<file path="config.mk">
export PLATFORM = sky130hd
export DESIGN_NAME = mag_cook_ctrl
export DESIGN_NICKNAME = d
export VERILOG_FILES = /design/src/rtl/mag_cook_ctrl.sv
export SDC_FILE = /design/constraint.sdc
export NUM_CORES = 1
export LEC_CHECK = 0
export BUFFER_PORTS_ARGS = -buffer_cell sky130_fd_sc_hd__buf_2
export CORE_MARGIN = 2
export CORE_UTILIZATION = 45
export DETAILED_ROUTE_END_ITERATION = 16
export PLACE_DENSITY = 0.76
export SLEW_MARGIN = 20
export SYNTH_ARGS = -nofsm -noshare
export SYNTH_HDL_FRONTEND = slang
export SYNTH_SLANG_ARGS = --single-unit
</file>
<file path="constraint.sdc">
create_clock -name clk -period 2.55 [get_ports clk]
set_input_delay 0.255 -clock clk [delete_from_list [all_inputs] [get_ports clk]]
set_output_delay 0.255 -clock clk [all_outputs]
set_load 0.01 [all_outputs]
</file>
<file path="src/rtl/mag_cook_ctrl.sv">
// Magnetron cook-cycle controller: BCD MM:SS countdown at 1 s resolution,
// door interlock, pause/resume, cancel and end-of-cook beep timing.
module mag_cook_ctrl #(
  parameter int TICK_CYC = 50_000_000,
  parameter int DONE_CYC = 3
) (
  input  logic        clk,
  input  logic        reset_n,
  input  logic [15:0] time_in,
  input  logic        load,
  input  logic        start,
  input  logic        stop_clear,
  input  logic        door_closed,
  output logic        mag_set,
  output logic        mag_reset,
  output logic [15:0] time_left,
  output logic [2:0]  state,
  output logic        load_err,
  output logic        done_beep
);

  localparam int PW = (TICK_CYC > 1) ? $clog2(TICK_CYC) : 1;
  localparam int DW = (DONE_CYC > 0) ? $clog2(DONE_CYC + 1) : 1;
  localparam logic [PW-1:0] PRE_LAST = PW'(TICK_CYC - 1);

  typedef enum logic [2:0] {
    S_IDLE    = 3'd0,
    S_LOADED  = 3'd1,
    S_COOKING = 3'd2,
    S_PAUSED  = 3'd3,
    S_DONE    = 3'd4
  } state_t;

  state_t        state_q;
  logic [15:0]   time_left_q;
  logic [PW-1:0] pre_q;
  logic [DW-1:0] beep_cnt_q;
  logic          done_beep_q;
  logic          load_err_q;
  logic          mag_set_q;
  logic          mag_reset_q;

  logic          tick;
  logic          load_ok;
  logic [15:0]   time_dec;

  // Every digit a legal BCD value, seconds tens at most 5, and not 00:00.
  function automatic logic bcd_valid(input logic [15:0] t);
    return (t[15:12] <= 4'd9) && (t[11:8] <= 4'd9) &&
           (t[7:4] <= 4'd5) && (t[3:0] <= 4'd9) && (t != 16'h0000);
  endfunction

  // One-second BCD decrement with borrow chain; only used on values above 00:01.
  function automatic logic [15:0] bcd_dec(input logic [15:0] t);
    logic [15:0] r;
    r = t;
    if (r[3:0] != 4'd0) begin
      r[3:0] = r[3:0] - 4'd1;
    end else begin
      r[3:0] = 4'd9;
      if (r[7:4] != 4'd0) begin
        r[7:4] = r[7:4] - 4'd1;
      end else begin
        r[7:4] = 4'd5;
        if (r[11:8] != 4'd0) begin
          r[11:8] = r[11:8] - 4'd1;
        end else begin
          r[11:8]  = 4'd9;
          r[15:12] = r[15:12] - 4'd1;
        end
      end
    end
    return r;
  endfunction

  assign tick     = (pre_q == PRE_LAST);
  assign load_ok  = bcd_valid(time_in);
  assign time_dec = bcd_dec(time_left_q);

  assign state     = state_q;
  assign time_left = time_left_q;
  assign mag_set   = mag_set_q;
  assign mag_reset = mag_reset_q;
  assign load_err  = load_err_q;
  assign done_beep = done_beep_q;

  // State machine, countdown, prescaler and registered magnetron drive.
  // The magnetron is driven on exactly the edges whose next state is COOKING;
  // any pause freezes the prescaler so a resumed cook keeps its partial second.
  always_ff @(posedge clk) begin
    if (!reset_n) begin
      state_q     <= S_IDLE;
      time_left_q <= 16'h0000;
      pre_q       <= '0;
      beep_cnt_q  <= '0;
      done_beep_q <= 1'b0;
      load_err_q  <= 1'b0;
      mag_set_q   <= 1'b0;
      mag_reset_q <= 1'b1;
    end else begin
      load_err_q  <= 1'b0;
      mag_set_q   <= 1'b0;
      mag_reset_q <= 1'b1;
      case (state_q)
        S_IDLE, S_LOADED, S_PAUSED: begin
          if (stop_clear) begin
            state_q     <= S_IDLE;
            time_left_q <= 16'h0000;
          end else if (load) begin
            if (load_ok) begin
              state_q     <= S_LOADED;
              time_left_q <= time_in;
              pre_q       <= '0;
            end else begin
              load_err_q <= 1'b1;
            end
          end else if (start && door_closed && (state_q != S_IDLE)) begin
            state_q     <= S_COOKING;
            mag_set_q   <= 1'b1;
            mag_reset_q <= 1'b0;
            if (state_q == S_LOADED) pre_q <= '0;
          end
        end
        S_COOKING: begin
          if (!door_closed || stop_clear) begin
            state_q <= S_PAUSED;
          end else if (tick) begin
            pre_q <= '0;
            if (time_left_q <= 16'h0001) begin
              state_q     <= S_DONE;
              time_left_q <= 16'h0000;
              done_beep_q <= (DONE_CYC > 0);
              beep_cnt_q  <= DW'(DONE_CYC);
            end else begin
              time_left_q <= time_dec;
              mag_set_q   <= 1'b1;
              mag_reset_q <= 1'b0;
            end
          end else begin
            pre_q       <= pre_q + 1'b1;
            mag_set_q   <= 1'b1;
            mag_reset_q <= 1'b0;
          end
        end
        S_DONE: begin
          if (!door_closed || stop_clear) begin
            state_q     <= S_IDLE;
            time_left_q <= 16'h0000;
            done_beep_q <= 1'b0;
            beep_cnt_q  <= '0;
          end else if (tick) begin
            pre_q <= '0;
            if (beep_cnt_q != '0) begin
              beep_cnt_q <= beep_cnt_q - 1'b1;
              if (beep_cnt_q == DW'(1)) done_beep_q <= 1'b0;
            end
          end else begin
            pre_q <= pre_q + 1'b1;
          end
        end
        default: state_q <= S_IDLE;
      endcase
    end
  end

endmodule

</file>
# After elaboration in Yosys (flattened, before gate mapping)
# Cells that the tools add are included.
[word_totals] reg_bits=51 latchBits=0 ramBits=0 rom_bits=0 input_bits=22 out_inout_bits=23 elab_cells=142 n_memories=0
[op_classes] n_addsub=6 multipliers=0 n_div=0 magnitude_cmp=5 n_eq_ne=27 shifts=0 muxes=61 bitwise_logic=3 n_reduce_logical=29
[op_table] cell="$mux 26" count=7
[op_table] cell="$mux 16" count=7
[op_table] cell="$pmux 26 s2" count=1
[op_table] cell="$pmux 16 s3" count=1
[op_table] cell="$ne 3x3->1 const B" count=13
[op_table] cell="$add 26x1->26 const B" count=1
[op_table] cell="$eq 26x26->1 const B" count=1
[op_table] cell="$mux 3" count=8
[op_table] cell="$mux 1" count=20
[op_table] cell="$reduce_and 6->1" count=3
[op_table] cell="$le 16x1->1 const B" count=1
[op_table] cell="$mux 4" count=4
[op_table] cell="$reduce_bool 16->1" count=1
[op_table] cell="$sub 4x1->4 const B" count=4
[op_table] cell="$reduce_and 7->1" count=2
[op_table] cell="$le 4x4->1 const B" count=3
[op_table] cell="$mux 12" count=1
[op_table] cell="$mux 2" count=6
[op_table] cell="$ne 2x2->1 const B" count=6
[op_table] cell="$reduce_bool 4->1" count=3
[op_table] cell="$pmux 3 s3" count=1
[op_table] cell="$reduce_and 9->1" count=1
[op_table] cell="$mux 8" count=1
[op_table] cell="$ne 4x4->1 const B" count=2
[op_table] cell="other kinds (20)" count=33

# Depth between registers and ports, before layout
[depth] word_depth=9 ltp_mapped=9 mapped_depth_nobuf=8

# Least setup slack after synthesis
# OpenSTA, ideal clock, no wires.
[synth_path] path_kind="register -> register" startpoint="register time_left_q[4] (netlist: time_left[4])" endpoint="register time_left_q[4] (netlist: time_left[4])" arrival_time_ns=2.240 t_required_ns=2.434 setup_slack_ns=0.194 stages_incl_launch_ff=9 n_path_buf=3 cell_sequence="dfxtp_1 > clkbuf_1 > or4_1 > or4_1 > buf_4 > and2_4 > buf_6 > a221o_1 > o211a_1"
[synth_between] elab_chain_len=7 word_cells_on_any_way=11 classes_between="1 x add/sub; 1 x order compare; 1 x eq/ne; 6 x mux; 2 x reduce/logical"
[synth_lines] element="from (decl)" line="35" source="logic [15:0] time_left_q;"
[synth_lines] element="from (signal assigned)" line="112" source="time_left_q <= time_in;"
[synth_lines] element="from (signal assigned)" line="135" source="time_left_q <= time_dec;"
[synth_lines] element="$sub 4x1->4 / $reduce_bool 4->1 (equally long branches)" line="62, 61"
[synth_lines] element="$mux 4" line="61" source="if (r[7:4] != 4'd0) begin"
[synth_lines] element="$mux 12" line="57" source="if (r[3:0] != 4'd0) begin"
[synth_lines] element="$mux 16" line="129" source="if (time_left_q <= 16'h0001) begin"
[synth_lines] element="$mux 16" line="127" source="end else if (tick) begin"
[synth_lines] element="$mux 16" line="125" source="if (!door_closed || stop_clear) begin"
[synth_lines] element="$pmux 16 s3" line="104" source="case (state_q)"
# Parallel ways exist; a longest one is shown, timed or not. The select of a mux whose other input is x is not followed.
# A chain may end at the register's enable or synchronous reset.

# Worst setup path in the final report
[layout_path] startpoint="register time_left_q[7] (netlist: time_left[7])" endpoint="register beep_cnt_q[1]"
[layout_between] elab_chain_len=3
[layout_lines] element="$le 16x1->1" line="129"
[layout_lines] element="$ne 2x2->1 (no source line)"
[layout_lines] element="$reduce_and 6->1 (no source line)"
[layout_lines] element="to (signal assigned)" line="133" source="beep_cnt_q <= DW'(DONE_CYC);"
[layout_lines] element="to (signal assigned)" line="154" source="beep_cnt_q <= beep_cnt_q - 1'b1;"
[layout_lines] element="to (decl)" line="37" source="logic [DW-1:0] beep_cnt_q;"
# Every way passes these cells.

==> results.tsv <==
stage	metric	value	unit
global_route	grt_max_degree	22	
cells_and_area	n_antenna_cell	0	
die	die_h	88.8	µm
synth	ys_seq_elements	51	
synth	ys.flop_type	dfxtp_1	
synth	ys_warn_count	0	
routing	wirelength	9050	µm
clock_tree	tritoncts	built	
routing	vias	3536	
routing	ant_nets	0	
setup_path	worstSetupEndpointType	flop	
placed_design	place_area	3640	µm²
worst_hold_path	hold_path_class	in2reg	
routing	first_pass_iters	5	
sta	slew_viol_final	0	
synth	synth_area_leaders	dfxtp_1 (32%), a21oi_1 (6.8%), o21ai_0 (5.3%), nand3_1 (3.9%), nand2_1 (3.8%)	
sta	fmax	414	MHz
setup_path	critPathLaunch	time_left[7]$_SDFFE_PN0P_	
synth	syn_nets	452	
power_and_ir_drop	p_int	1.37	mW
die	pin_count	45	
power_and_ir_drop	power.switching	0.788	mW
synth	ys_seq_area_frac	0.316	
job	drv_cap	0	
routing	drtIter0Drc	299	
setup_path	r2r_start	time_left[7]$_SDFFE_PN0P_	
cells_and_area	final_net_count	502	
sta	period_share	0.947	
power_and_ir_drop	p_leak	1.37	nW
setup_path	critPathKind	reg2reg	
setup_path	cp.arrival	2.66	ns
cells_and_area	fill_cells	662	
cells_and_area	drive_gt1_frac	0.191	
synth	ys_types	62	
sta	setup-tns-final	0	ns
die	die_x	88.8	µm
cells_and_area	layout_commonest_cell	dfxtp_1	
global_route	grt_antenna_before_repair	0	
placed_design	place.gp.congestion	0.903	
sta	setup_viol	0	
sta	finalClockSkew	0.0104	ns
sta	finalHoldViolCount	0	
setup_path	cp-start-kind	flop	
sta	hold_slack	0.304	ns
routing	routedWlPerCell	15.9	µm
clock_tree	numCtsBuffers	5	
placed_design	hpwl	6780	µm
die	fp.coreArea	6870	µm²
cells_and_area	stdcell_area	3720	µm²
power_and_ir_drop	p_sw_frac	0.365	
power_and_ir_drop	p_clk_frac	0.199	
clock_tree	cts_hold_buf	0	
synth	avgSynthCellArea	7.64	µm²
global_route	gr-usage-all-layers	0.234	
sta	finalCriticalPeriod	2.41	ns
routing	drcViolationCount	0	
die	start_util	0.471	
clock_tree	clock_latency	0.30	ns
power_and_ir_drop	seq_power_share	0.419	
die	dieArea	7880	µm²
synth	syn_inst	423	
power_and_ir_drop	power_density	580	nW/µm²
clock_tree	htreeDepth	2	
sta	rsz0062_at_grt	false	
power_and_ir_drop	p_comb_frac	0.382	
global_route	grt_first_pass_wirelength	14700	µm
clock_tree	clockBufferDepth	2	
sta	max_slew_margin	0.362	
worst_hold_path	hp-start	time_in[9]	
synth	async_reset_ff_frac	0	
clock_tree	clock_sinks	51	
cells_and_area	area_growth_syn_to_layout	15.1	%
placed_design	port_buffers	44	
synth	synth_largest_area_cell	dfxtp_1	
global_route	grt_pass1_vias	3213	
status	status	completed	
global_route	gr-total-overflow	0	
power_and_ir_drop	ir_worst_vdd	0.201	mV
routing	viasPerCell	6.23	
synth	synth_enable_flop_cells	0	
synth	synth.top_cell.area_share	0.316	
placed_design	place_inst	562	
synth	synth_area	3230	µm²
setup_path	crit_fanout	5	
cells_and_area	final_cell_mix	dfxtp_1 (50), a21oi_1 (44), buf_2 (44)	
sta	worst_pin_slew	0.953	ns
clock_tree	ctsRootBufferMaster	clkbuf_8	
cells_and_area	instances_no_fill	568	
clock_tree	clk_pin_slew	0.09	ns
setup_path	critical_path_required	2.80	ns
die	row_count	30	
clock_tree	postCtsSetupRepairBufs	0	
-- area by class of cell --
type	instances	area (µm²)	area share
repair buffers	67	393	0.106
multi-input cells	337	2070	0.557
well taps	96	120	0.0323
clock buffers	6	72.6	0.0195
inverters	11	41.3	0.0111
flip-flops and latches	51	1020	0.275
-- worst paths after layout --
check | to | slack (ns) | cells after the start
max | beep_cnt_q[1]$_SDFFE_PN0P_ | 0.14 | 6
min | time_left[9]$_SDFFE_PN0P_ | 0.30 | 3
max reg2reg | beep_cnt_q[1]$_SDFFE_PN0P_ | 0.14 | 6
min reg2reg | time_left[7]$_SDFFE_PN0P_ | 0.46 | 2
-- metal layers --
| layer | vias to the layer above | global-route usage | wire, µm |
|---|---|---|---|
| met3 | 20 | 0.0289 | 630 |
| met2 | 158 | 0.375 | 4170 |
| li1 | 1706 | - | - |
| met4 | 0 | 0.0978 | 209 |
| met5 | - | 0 | 0 |
| met1 | 1652 | 0.318 | 4040 |
-- cell usage after synthesis (3+ instances only) --
master	instances
dfxtp_1	51
and4_1	3
ha_1	7
nor3_1	9
a21oi_1	44
or3b_2	5
o32ai_1	3
or2_2	3
nand3b_1	4
a31oi_1	8
nor2_1	33
o31ai_1	6
or3_1	14
o211ai_1	7
nor4_1	8
clkbuf_1	22
nand4_1	6
a32o_1	7
or4_1	10
nand3_1	25
nand4b_1	3
nand2_1	33
nand2b_1	4
inv_1	11
xor2_1	6
and3_1	8
a211oi_1	3
o21ai_0	34
-- what timing repair did --
item,CTS,global route
endpoints found under the hold margin,0,0
endpoints found under the setup margin,0,18
gates resized for setup,0,3
-- sequential cells by signal, summed over array words and instances, names as in the netlist --
name,cells
done_beep,1
load_err,1
mag_set,1
time_left,16
state,3
beep_cnt_q,2
mag_reset,1
pre_q,26
-- through the flow --
stage               setup WS, ns  utilization  power [mW]
global route              0.0395        0.542        2.29
global placement           0.201        0.531        1.71
detailed placement         0.117        0.531        1.72
floorplan                  0.194            -        1.48
CTS                        0.111        0.541        2.16
finish                     0.136        0.542        2.16
-- kinds of logic (layout without fill, tap and decap cells) --
logic type      Yosys count  in the layout  share of synthesized area
compound gates          140            140                      0.278
xor+xnor                  8              8                     0.0217
fa+ha+maj                 7              7                     0.0271
buf+inv                  35             84                     0.0441
flops                    51             51                      0.316
mux                       3              3                    0.00967
simple gates            179            179                      0.304
-- critical path, stage by stage, from the launching register on --
cell,delay [ns]
dfxtp_1,0.33
or4_1,0.57
or4_1,0.66
o21ai_0,0.26
nand2_1,0.18
a21oi_1,0.17
o221a_2,0.19
-- power groups by stage --
stage / clock network, mW / logic, mW / registers [mW]
floorplan: 0 / 0.541 / 0.934
global placement: 0 / 0.790 / 0.919
detailed placement: 0 / 0.804 / 0.921
CTS: 0.444 / 0.809 / 0.902
global route: 0.470 / 0.908 / 0.911
finish: 0.429 / 0.825 / 0.903
(Power assumes the default switching activity.)
